--- src/rtl/bcd_multi_digit_timer_if.sv ---
// bcd_multi_digit_timer_if: control inputs and status/count outputs of the BCD timer
//  master: drives i_clear/i_start/i_stop/i_tick, observes o_count/o_running/o_held/o_overflow/o_ripplecarryout
//  slave : the timer itself
interface bcd_multi_digit_timer_if #(parameter int DIGITS = 4);
  logic i_clear;
  logic i_start;
  logic i_stop;
  logic i_tick;
  logic [4*DIGITS-1:0] o_count;
  logic o_running;
  logic o_held;
  logic o_overflow;
  logic o_ripplecarryout;
  modport master (output i_clear, i_start, i_stop, i_tick,
                  input o_count, o_running, o_held, o_overflow, o_ripplecarryout);
  modport slave (input i_clear, i_start, i_stop, i_tick,
                 output o_count, o_running, o_held, o_overflow, o_ripplecarryout);
endinterface

--- src/rtl/bcd_multi_digit_timer.sv ---
// bcd_multi_digit_timer: cascaded-decade BCD tick counter with run/hold/overflow control
//  i_clk   : rising-edge clock
//  i_reset : asynchronous active-high reset to IDLE with all outputs 0
//  bus     : slave side of bcd_multi_digit_timer_if (clear/start/stop/tick in; count and status out)
module bcd_multi_digit_timer #(
  parameter int DIGITS   = 4,
  parameter int SATURATE = 1
) (
  input logic i_clk,
  input logic i_reset,
  bcd_multi_digit_timer_if.slave bus
);
  typedef enum logic [1:0] {IDLE, RUN, HOLD, OVF} state_t;
  state_t r_state;
  logic [4*DIGITS-1:0] r_count, w_next;
  logic [DIGITS:0] w_carry;
  logic r_running, r_held, r_overflow, r_rco;
  // w_carry[d] means every lower digit is 9, so digit d advances on this tick;
  // w_carry[DIGITS] therefore flags an all-9s count about to roll over
  always_comb begin
    w_next = r_count;
    w_carry = '0;
    w_carry[0] = 1'b1;
    for (int d = 0; d < DIGITS; d++) begin
      w_next[4*d+:4] = w_carry[d] ? (r_count[4*d+:4] == 4'd9 ? 4'd0 : r_count[4*d+:4] + 4'd1) : r_count[4*d+:4];
      w_carry[d+1] = w_carry[d] && r_count[4*d+:4] == 4'd9;
    end
  end
  always_ff @(posedge i_clk or posedge i_reset) begin
    if (i_reset) begin
      r_state <= IDLE;
      r_count <= '0;
      r_running <= 1'b0;
      r_held <= 1'b0;
      r_overflow <= 1'b0;
      r_rco <= 1'b0;
    end else if (bus.i_clear) begin
      r_state <= IDLE;
      r_count <= '0;
      r_running <= 1'b0;
      r_held <= 1'b0;
      r_overflow <= 1'b0;
      r_rco <= 1'b0;
    end else begin
      r_rco <= 1'b0;
      case (r_state)
        IDLE: if (bus.i_start) begin
          r_state <= RUN;
          r_running <= 1'b1;
        end
        RUN: if (bus.i_stop) begin
          r_state <= HOLD;
          r_running <= 1'b0;
          r_held <= 1'b1;
        end else if (bus.i_tick) begin
          // saturating mode keeps all-9s; wrapping mode takes the natural carry-out value of 0
          r_count <= (w_carry[DIGITS] && SATURATE != 0) ? r_count : w_next;
          if (w_carry[DIGITS]) begin
            r_overflow <= 1'b1;
            r_rco <= 1'b1;
            if (SATURATE != 0) begin
              r_state <= OVF;
              r_running <= 1'b0;
            end
          end
        end
        OVF: if (bus.i_stop) begin
          r_state <= HOLD;
          r_held <= 1'b1;
        end else if (bus.i_start) begin
          r_state <= RUN;
          r_running <= 1'b1;
          r_count <= '0;
          r_overflow <= 1'b0;
        end
        default: if (bus.i_start) begin
          r_state <= RUN;
          r_running <= 1'b1;
          r_held <= 1'b0;
          r_count <= '0;
          r_overflow <= 1'b0;
        end
      endcase
    end
  end
  assign bus.o_count = r_count;
  assign bus.o_running = r_running;
  assign bus.o_held = r_held;
  assign bus.o_overflow = r_overflow;
  assign bus.o_ripplecarryout = r_rco;
endmodule

--- src/flat_wrapper.sv ---
// flat-port wrapper written by rule: the top's interface ports become plain ports
module bcd_multi_digit_timer_flat 
#(
  parameter int DIGITS   = 4,
  parameter int SATURATE = 1
)
  (i_clk, i_reset, bus_i_clear, bus_i_start, bus_i_stop, bus_i_tick, bus_o_count, bus_o_running, bus_o_held, bus_o_overflow, bus_o_ripplecarryout);
  bcd_multi_digit_timer_if #(.DIGITS(DIGITS)) bus_i ();
  input logic i_clk;
  input logic i_reset;
  input wire logic [$bits(bus_i.i_clear)-1:0] bus_i_clear;
  input wire logic [$bits(bus_i.i_start)-1:0] bus_i_start;
  input wire logic [$bits(bus_i.i_stop)-1:0] bus_i_stop;
  input wire logic [$bits(bus_i.i_tick)-1:0] bus_i_tick;
  output wire logic [$bits(bus_i.o_count)-1:0] bus_o_count;
  output wire logic [$bits(bus_i.o_running)-1:0] bus_o_running;
  output wire logic [$bits(bus_i.o_held)-1:0] bus_o_held;
  output wire logic [$bits(bus_i.o_overflow)-1:0] bus_o_overflow;
  output wire logic [$bits(bus_i.o_ripplecarryout)-1:0] bus_o_ripplecarryout;
  assign bus_i.i_clear = bus_i_clear;
  assign bus_i.i_start = bus_i_start;
  assign bus_i.i_stop = bus_i_stop;
  assign bus_i.i_tick = bus_i_tick;
  assign bus_o_count = bus_i.o_count;
  assign bus_o_running = bus_i.o_running;
  assign bus_o_held = bus_i.o_held;
  assign bus_o_overflow = bus_i.o_overflow;
  assign bus_o_ripplecarryout = bus_i.o_ripplecarryout;
  bcd_multi_digit_timer #(.DIGITS(DIGITS), .SATURATE(SATURATE)) u_core (.i_clk(i_clk), .i_reset(i_reset), .bus(bus_i));
endmodule
--- config.mk ---
export PLATFORM = sky130hd
export DESIGN_NAME = bcd_multi_digit_timer_flat
export DESIGN_NICKNAME = d
export VERILOG_FILES = /design/src/rtl/bcd_multi_digit_timer_if.sv /design/src/rtl/bcd_multi_digit_timer.sv /design/src/flat_wrapper.sv
export SDC_FILE = /design/constraint.sdc
export NUM_CORES = 1
export LEC_CHECK = 0
export ABC_AREA = 0
export BUFFER_PORTS_ARGS = -buffer_cell sky130_fd_sc_hd__buf_2
export CAP_MARGIN = 0
export CELL_PAD_IN_SITES_DETAIL_PLACEMENT = 1
export CELL_PAD_IN_SITES_GLOBAL_PLACEMENT = 1
export CORE_ASPECT_RATIO = 0.5
export CORE_MARGIN = 2
export CORE_UTILIZATION = 41
export DETAILED_ROUTE_END_ITERATION = 12
export PLACE_DENSITY = 0.79
export SYNTH_ARGS = -nofsm -noshare
export SYNTH_HDL_FRONTEND = slang
export SYNTH_SLANG_ARGS = --single-unit
--- constraint.sdc ---
create_clock -name i_clk -period 1.9 [get_ports i_clk]
set_input_delay 0.475 -clock i_clk [delete_from_list [all_inputs] [get_ports i_clk]]
set_output_delay 0.475 -clock i_clk [all_outputs]
set_load 0.01 [all_outputs]
-- Word-level counts from Yosys, hierarchy flattened
Cells that the tools add are included.
Widths: inputs -> output; s select.
- input bits: 6
- bits in registers: 22
- mux-type cells: 44
- eq/ne operators: 18
- $add $sub $neg: 4
- reduce and logical (&&, ||, !) cells: 14
- operator list (cell ; count):
    $mux 16 ; 6
    $pmux 16 s3 ; 1
    $mux 4 ; 7
    $mux 1 ; 20
    $reduce_and 6->1 ; 3
    $add 4x1->4 const B ; 4
    $eq 4x4->1 const B ; 4
    $mux 2 ; 6
    $ne 3x2->1 const B ; 4
    $ne 3x3->1 const B ; 4
    $reduce_and 5->1 ; 2
    $reduce_and 3->1 ; 2
    $ne 4x3->1 const B ; 1
    $ne 4x4->1 const B ; 1
    $pmux 1 s2 ; 2
    $pmux 2 s2 ; 1
    $logic_and 1x1->1 ; 3
    $ne 3x1->1 const B ; 1
    $pmux 1 s3 ; 1
    $reduce_bool 3->1 ; 1
    $eq 2x1->1 const B ; 1
    $eq 2x2->1 const B ; 1
    $logic_not 2->1 ; 1
    $ne 2x2->1 const B ; 1
    other kinds (2) ; 2

-- Depth between registers and ports, before layout
Gate-level depths: netlist of run 1.
- depth in word-level cells: 9
- depth in mapped cells: 7
- depth with buffers taken out: 7

-- Least setup slack after synthesis of run 1
No wires, ideal clock.
- path type: register -> register
- start point: reg u_core.r_count[12] (netlist: u_core.bus.o_count[12])
- end point: reg u_core.r_count[14] (netlist: u_core.bus.o_count[14])
- cell stages (with the launch flop): 7
- setup slack: 0.176 ns
- required time: 1.824 ns
- clock period less this slack: 1.724 ns
- setup time: 0.076 ns
- path buffers: 0
- data arrival time: 1.648 ns
- path through: dfrtp_1 > ha_1 > and3b_4 > a211oi_4 > o211ai_4 > or2_1 > o21ai_1
- cells in the longest elaborated chain, start to end: 8
- elaborated cells between the ends (all ways): 12
- ends and longest elaborated chain (what ; line ; RTL):
    start, declared ; bcd_multi_digit_timer.sv:15 ; logic [4*DIGITS-1:0] r_count, w_next;
    start signal, assigned ; bcd_multi_digit_timer.sv:57 ; r_count <= (w_carry[DIGITS] && SATURATE != 0) ? r_count : w_next;
    $add 4x1->4 / $eq 4x4->1 (equally long branches) ; bcd_multi_digit_timer.sv:25, bcd_multi_digit_timer.sv:26 ;
    $mux 4 (2 in a row) ; bcd_multi_digit_timer.sv:25 ; w_next[4*d+:4] = w_carry[d] ? (r_count[4*d+:4] == 4'd9 ? 4'd0 : r_count[4*d+:4] + 4'd1) : r_count[4*d+:4];
    $mux 16 ; bcd_multi_digit_timer.sv:57 ;
    $mux 16 ; bcd_multi_digit_timer.sv:55 ; end else if (bus.i_tick) begin
    $mux 16 ; bcd_multi_digit_timer.sv:51 ; RUN: if (bus.i_stop) begin
    $pmux 16 s3 ; bcd_multi_digit_timer.sv:46 ; case (r_state)
    $mux 16 ; bcd_multi_digit_timer.sv:37 ; end else if (bus.i_clear) begin
Several ways; a longest one is shown, not always the timed one. The select of a mux whose other input is x is not followed.
A chain may end at the register's enable or synchronous reset.

-- Worst setup path after layout of run 1
- start point: reg u_core.r_count[12] (netlist: u_core.bus.o_count[12])
- end point: reg u_core.r_count[12] (netlist: u_core.bus.o_count[12])
The elaborated chain is that of the path after synthesis.

==> flow_metrics.py, run 1 <==
metrics = {
    "synth": {
        "synth_top_cell_area_share_pct": 41.1,
        "syn-num-nets": 152,
        "synth_top_area_cell": "dfrtp_1",
        "ys_seq_area_share_pct": 41.1,
        "synth_area_leaders": "dfrtp_1 41%, ha_1 7.5%, o21ai_0 6.7%",
        "ys_seq_elements": 22,
        "ys.flop_type": "dfrtp_1",
        "synth_edf_count": 0,
        "synth.avg_cell_area_um2": 9.70,
        "syn_inst": 138,
        "yosysWarnings": 0,
        "yosysUniqueCellTypes": 38,
        "synth_async_sr_flop_share_pct": 100,
        "synthTopCellsByCount": "22 x dfrtp_1, 19 x nand2_1, 18 x o21ai_0",
        "synthesis.area_um2": 1340,
        "synth_most_common_cell": "dfrtp_1",
    },
    "placement": {
        "gp_congestion": 0.823,
        "place_ws_ns": 0.0361,
        "hpwlAfterDp_um": 2660,
        "portBuffers": 25,
    },
    "power": {
        "power.total_mw": 1.06,
        "power.density_nw_per_um2": 635,
        "irDropWorstVdd_mv": 0.372,
        "leakage_nw": 0.800,
    },
    "die": {
        "rows": 14,
        "ios": 26,
        "die_area_um2": 3770,
        "die_h_um": 44.4,
        "start_util_pct": 43.7,
        "die_w_um": 84.8,
        "core_um2": 3070,
    },
    "global_route": {
        "grt_start_max_net_pins": 23,
        "antenna_found_initial": 0,
        "grt_pass1_wl_um": 5930,
        "grtUsageTotal_pct": 20.3,
        "grt_pass1_vias": 1214,
        "gr-total-overflow": 0,
    },
    "clock_network": {
        "h-tree-depth": 1,
        "cts_root_buf": "clkbuf_8",
        "cts-hold-fix-buffers": 0,
        "cts.sink_count": 22,
        "clkTransAtPathRegs_ns": 0.09,
        "clock_path_buffers": 2,
        "numCtsBuffers": 3,
        "cts_tree": "built",
        "clk_latency_ns": 0.27,
    },
    "sta": {
        "max_slew_margin_pct": 68.7,
        "period_needed_ns": 1.79,
        "setup_viol_count_final": 0,
        "slew_viol_final": 0,
        "fmax_mhz": 558,
        "tightest_slew_ns": 0.467,
        "min_period_over_period_pct": 94.3,
        "fin_ws_ns": 0.108,
        "holdWs_ns": 0.225,
        "fin_skew_ns": 0.0111,
        "grt_setup_unrepaired": "yes",
        "hold_viol": 0,
    },
    "layout": {
        "antenna_cells": 0,
        "multiInputGateArea_um2": 738,
        "seqCellArea_um2": 552,
        "fillers": 370,
        "drive_above_1_share_pct": 31.5,
        "syn_to_final_growth_pct": 24.6,
        "nNetsFinal": 193,
    },
    "routing": {
        "avgViaCountPerCell": 5.61,
        "drt-total-wl_um": 3620,
        "drt_iter0_drc": 58,
        "wire_per_inst_um": 16.6,
        "dr_total_vias": 1223,
        "drt_first_pass_iters": 4,
        "ant_nets": 0,
        "route.detailed.drc": 0,
    },
    "worst_setup_path": {
        "critPathMaxFanout": 7,
        "crit_path_end_kind": "flip-flop",
        "crit_arrival_ns": 2.00,
        "cp.required_ns": 2.11,
        "crit_type": "reg -> reg",
        "cp-start-kind": "flip-flop",
    },
    "status": {
        "status": "complete, no violations",
    },
    "run": {
        "cap_violations": 0,
    },
    "min_path": {
        "min_path_type": "in -> async",
    },
}
layout make-up:
| cell class | count | share of cell area [%] |
|---|---|---|
| sequential | 22 | 33.1 |
| multi-input combinational | 106 | 44.3 |
| clock inverter | 1 | 1.80 |
| inverter | 7 | 1.58 |
| timing repair buffer | 39 | 13.8 |
| clock buffer | 3 | 2.48 |
| tap | 40 | 3.00 |
cell usage in the layout (no fill, tap or decap), types with 2 or more instances in the layout:
master,count
buf_2,25
nand3b_1,4
ha_1,7
nand2_1,19
clkbuf_8,3
a21oi_1,7
a311oi_1,2
buf_4,14
inv_1,7
o21ai_1,3
o21ai_0,18
and3_1,2
o31ai_1,4
nand2b_1,3
and3b_1,2
nand4_1,3
dfrtp_1,21
nor2_1,4
nand3_1,5
final timing paths:
check | start | to | cells past startpoint | slack (ns)
max | u_core.bus.o_count[12]$_DFFE_PP0P_ | u_core.bus.o_count[12]$_DFFE_PP0P_ | 6 | 0.11
min | i_reset | u_core.bus.o_count[11]$_DFFE_PP0P_ | 3 | 0.22
max reg2reg | u_core.bus.o_count[12]$_DFFE_PP0P_ | u_core.bus.o_count[12]$_DFFE_PP0P_ | 6 | 0.11
min reg2reg | u_core.bus.o_count[11]$_DFFE_PP0P_ | u_core.bus.o_count[11]$_DFFE_PP0P_ | 1 | 0.55
max in group asynchronous | i_reset | u_core.bus.o_count[0]$_DFFE_PP0P_ | 3 | 1.41
min in group i_clk | bus_i_tick | u_core.r_state[1]$_DFFE_PP0P_ | 2 | 0.48
layer usage:
layer	track usage, %	share of wire [%]	up-vias
li1	-	-	589
met1	27.3	50	607
met2	34.6	47	25
met3	4.48	2.9	2
met4	4.13	0.58	0
met5	0	0	-
worst max-delay path, cell delays in order (launching register included):
cell      delay, ns
dfrtp_1        0.41
ha_1           0.22
and3b_4        0.22
a211oi_4       0.33
o211ai_4       0.16
or2_1          0.27
o21ai_1        0.12
cells by family after synthesis:
kind of cell,share of synthesized area [%]
AOI/OAI and AO/OA,24.5
DFF,41.1
buffers and inverters,4.21
adders and majority gates,7.48
and+or+nand+nor,22.7
through the flow:
stage	cells	utilization (%)	area (um^2)	setup TNS, ns
2_1_floorplan	138	-	1340	0
6_report	218	54.4	1670	0
3_5_place_dp	210	50.9	1560	0
5_1_grt	218	54.4	1670	-0.00922
3_3_place_gp	210	50.9	1560	0
4_1_cts	214	53.2	1630	0
where the power goes:
group / switching [mW] / internal [mW]
logic: 0.0724 / 0.0459
clock network: 0.169 / 0.282
registers: 0.0119 / 0.478
what timing repair did:
item                                    in CTS  in global routing
endpoints found under the setup margin       0                  5
resized for setup                            0                  4
buffers inserted                             0                  4
state kept, by name, indices dropped and copies added (netlist names):
register / cells
u_core.bus.o_held: 1
u_core.bus.o_running: 1
u_core.r_state: 2
u_core.bus.o_overflow: 1
u_core.bus.o_ripplecarryout: 1
u_core.bus.o_count: 16
(Power assumes the default switching activity.)
==> inputs of run 2 (changes only) <==
Settings changed: ABC_AREA 0 to 1, CORE_UTILIZATION 41 to 40, CTS_CLUSTER_SIZE set to 25, SETUP_SLACK_MARGIN set to 0.02.
==> run 2 against run 1 <==
Net effect:
- final cell count is 19% higher
- count of clock-buffer cells in the layout is the same
- critical endpoint is now u_core.bus.o_count[13]$_DFFE_PP0P_
- utilization decreased by 5.7 points
- register-to-register slack better by 0.05 ns
- cell area is 0.30% higher
- total power decreased by 0.50%
- non-clock buffer count is 13 lower
- clock power is 32% lower
- first-iteration DRC count shrank 36%
- clock skew down 0.0063 ns
- via count increased by 4.6%
==> flow_metrics.py, run 2 <==
metrics = {
    "status": {
        "status": "complete, no violations",
    },
    "power": {
        "irDropWorstVdd_mv": 0.240,
        "leakage_nw": 0.894,
        "power.density_nw_per_um2": 630,
        "power.total_mw": 1.05,
    },
    "worst_setup_path": {
        "cp_cell_sequence": "inv_1, ha_1, nand2_1, nor2_1, nand2_1, nand2_1, nand2_1, nor2_4, nand3_2, nand2_1, nand2_1",
        "r2r-start": "u_core.bus.o_count[1]$_DFFE_PP0P_",
        "cpMostUsedCell": "nand2_1",
        "crit_path_end_kind": "flip-flop",
        "reg2reg_depth": 11,
        "r2r_setup_slack_ns": 0.16,
        "slowest_delay_ns": 0.42,
        "crit_path_top_delay_cell": "dfrtp_1",
        "critPathMaxFanout": 6,
        "critPathBufInv": 1,
        "crit_arrival_ns": 1.90,
        "cp_top_family": "simple AND/OR/NAND/NOR gates",
        "r2r_end": "u_core.bus.o_count[13]$_DFFE_PP0P_",
        "cp.required_ns": 2.07,
        "cp-start-kind": "flip-flop",
        "crit_type": "reg -> reg",
    },
    "synth": {
        "yosysWarnings": 0,
        "ys.flop_type": "dfrtp_1",
        "ys_seq_area_share_pct": 38.4,
        "syn-num-nets": 194,
        "yosysUniqueCellTypes": 24,
        "synth.avg_cell_area_um2": 7.96,
        "ys_seq_elements": 22,
        "syn_inst": 180,
        "synth_top_cell_area_share_pct": 38.4,
        "synth_area_leaders": "dfrtp_1 38%, nand2_1 12%, ha_1 7.0%",
        "synth_async_sr_flop_share_pct": 100,
        "synthTopCellsByCount": "46 x nand2_1, 22 x dfrtp_1, 19 x nor2_1",
        "synthesis.area_um2": 1430,
        "synth_edf_count": 0,
        "synth_most_common_cell": "nand2_1",
        "synth_top_area_cell": "dfrtp_1",
    },
    "global_route": {
        "grt_pass1_vias": 1224,
        "grtUsageTotal_pct": 18.8,
        "grt_start_max_net_pins": 23,
        "grt_pass1_wl_um": 5740,
        "gr-total-overflow": 0,
        "antenna_found_initial": 0,
    },
    "clock_network": {
        "clkTransAtPathRegs_ns": 0.08,
        "cts.sink_count": 22,
        "clk_latency_ns": 0.27,
        "cts_tree": "built",
        "clock_path_buffers": 2,
        "numCtsBuffers": 3,
        "cts_root_buf": "clkbuf_8",
        "h-tree-depth": 1,
        "cts-hold-fix-buffers": 0,
    },
    "die": {
        "die_h_um": 46.3,
        "core_um2": 3430,
        "die_w_um": 88.6,
        "start_util_pct": 41.7,
        "ios": 26,
        "rows": 15,
        "die_area_um2": 4110,
    },
    "sta": {
        "tightest_slew_ns": 0.302,
        "fin_skew_ns": 0.00477,
        "fin_ws_ns": 0.162,
        "holdWs_ns": 0.232,
        "period_needed_ns": 1.74,
        "max_slew_margin_pct": 79.9,
        "finalSetupTns_ns": 0,
        "fmax_mhz": 575,
        "setup_viol_count_final": 0,
        "hold_viol": 0,
        "min_period_over_period_pct": 91.5,
        "grt_setup_unrepaired": "no",
        "slew_viol_final": 0,
    },
    "layout": {
        "final_core_util_pct": 48.7,
        "syn_to_final_growth_pct": 16.8,
        "antenna_cells": 0,
        "nNetsFinal": 225,
        "largest_reg_flops": 16,
        "final_common_cell": "nand2_1",
        "layout_common_cells": "46 x nand2_1, 25 x buf_2, 22 x dfrtp_1",
        "drive_above_1_share_pct": 24.4,
    },
    "min_path": {
        "min_path_type": "in -> async",
    },
    "routing": {
        "dr_total_vias": 1279,
        "wire_per_inst_um": 13.3,
        "ant_nets": 0,
        "avgViaCountPerCell": 4.92,
        "route.detailed.drc": 0,
        "drt_iter0_drc": 37,
        "drt-total-wl_um": 3450,
        "drt_first_pass_iters": 4,
    },
    "placement": {
        "gp_congestion": 0.790,
        "portBuffers": 25,
        "place_ws_ns": 0.168,
        "hpwlAfterDp_um": 2670,
    },
    "run": {
        "cap_violations": 0,
    },
}
-- run 2: cell count changes in the layout (fill, tap and decap cells not counted), sizes merged, moves of 8 or more --
cell / delta
nor2: +19
nand3: +12
nand2: +32
inv: +14
o21ai: -8
buf: -13
-- run 2: worst max path at each step --
stage,cells past startpoint,to,startpoint,slack (ns)
after global routing,11,u_core.bus.o_count[13]$_DFFE_PP0P_,u_core.bus.o_count[5]$_DFFE_PP0P_,0.02
final,11,u_core.bus.o_count[13]$_DFFE_PP0P_,u_core.bus.o_count[1]$_DFFE_PP0P_,0.16
after CTS,11,u_core.bus.o_count[13]$_DFFE_PP0P_,u_core.bus.o_count[5]$_DFFE_PP0P_,0.12
after global placement,11,u_core.bus.o_count[15]$_DFFE_PP0P_,u_core.bus.o_count[5]$_DFFE_PP0P_,0.25
after floorplan,11,u_core.bus.o_count[12]$_DFFE_PP0P_,u_core.bus.o_count[1]$_DFFE_PP0P_,0.37
after detailed placement,10,u_core.bus.o_count[13]$_DFFE_PP0P_,u_core.bus.o_count[4]$_DFFE_PP0P_,0.17
-- run 2: where the power goes --
part           total [mW]  internal [mW]  switching [mW]
Clock               0.306          0.142           0.164
Sequential          0.526          0.494          0.0325
Combinational       0.221         0.0749           0.146
-- run 2: metrics by stage --
step,cell area [um^2],cells
6_report,1670,260
5_1_grt,1670,260
4_1_cts,1670,260
2_1_floorplan,1430,180
3_3_place_gp,1630,257
3_5_place_dp,1630,257
-- run 2: layer usage --
layer	global-route usage, %	wire [um]
met1	24.7	1700
met2	31.2	1580
met5	0	0
met3	5.38	145
met4	4.55	29
-- run 2: kinds of logic after synthesis --
family,synth area share (%)
and+or+nand+nor,37.6
DFF,38.4
AOI/OAI and AO/OA,6.99
adders and majority gates,6.99
buffers and inverters,5.68
xor gates and xnor gates,4.28
-- run 2: final cells by class --
class	count	area (um^2)
Multi-Input combinational cell	137	803
Timing Repair Buffer	26	133
Inverter	21	81.3
Tap cell	51	63.8
Fill cell	450	1760
Sequential cell	22	551
Clock buffer	3	41.3
-- run 2: timing repair --
action | CTS | global route
gates resized for setup | 0 | 1
setup buffers | 0 | 0
setup endpoints to repair | 0 | 9
-- run 2: tightest hold or removal path, delay by kind of cell --
family / cells / cell delay, ns
buffers and inverters: 3 / 0.43
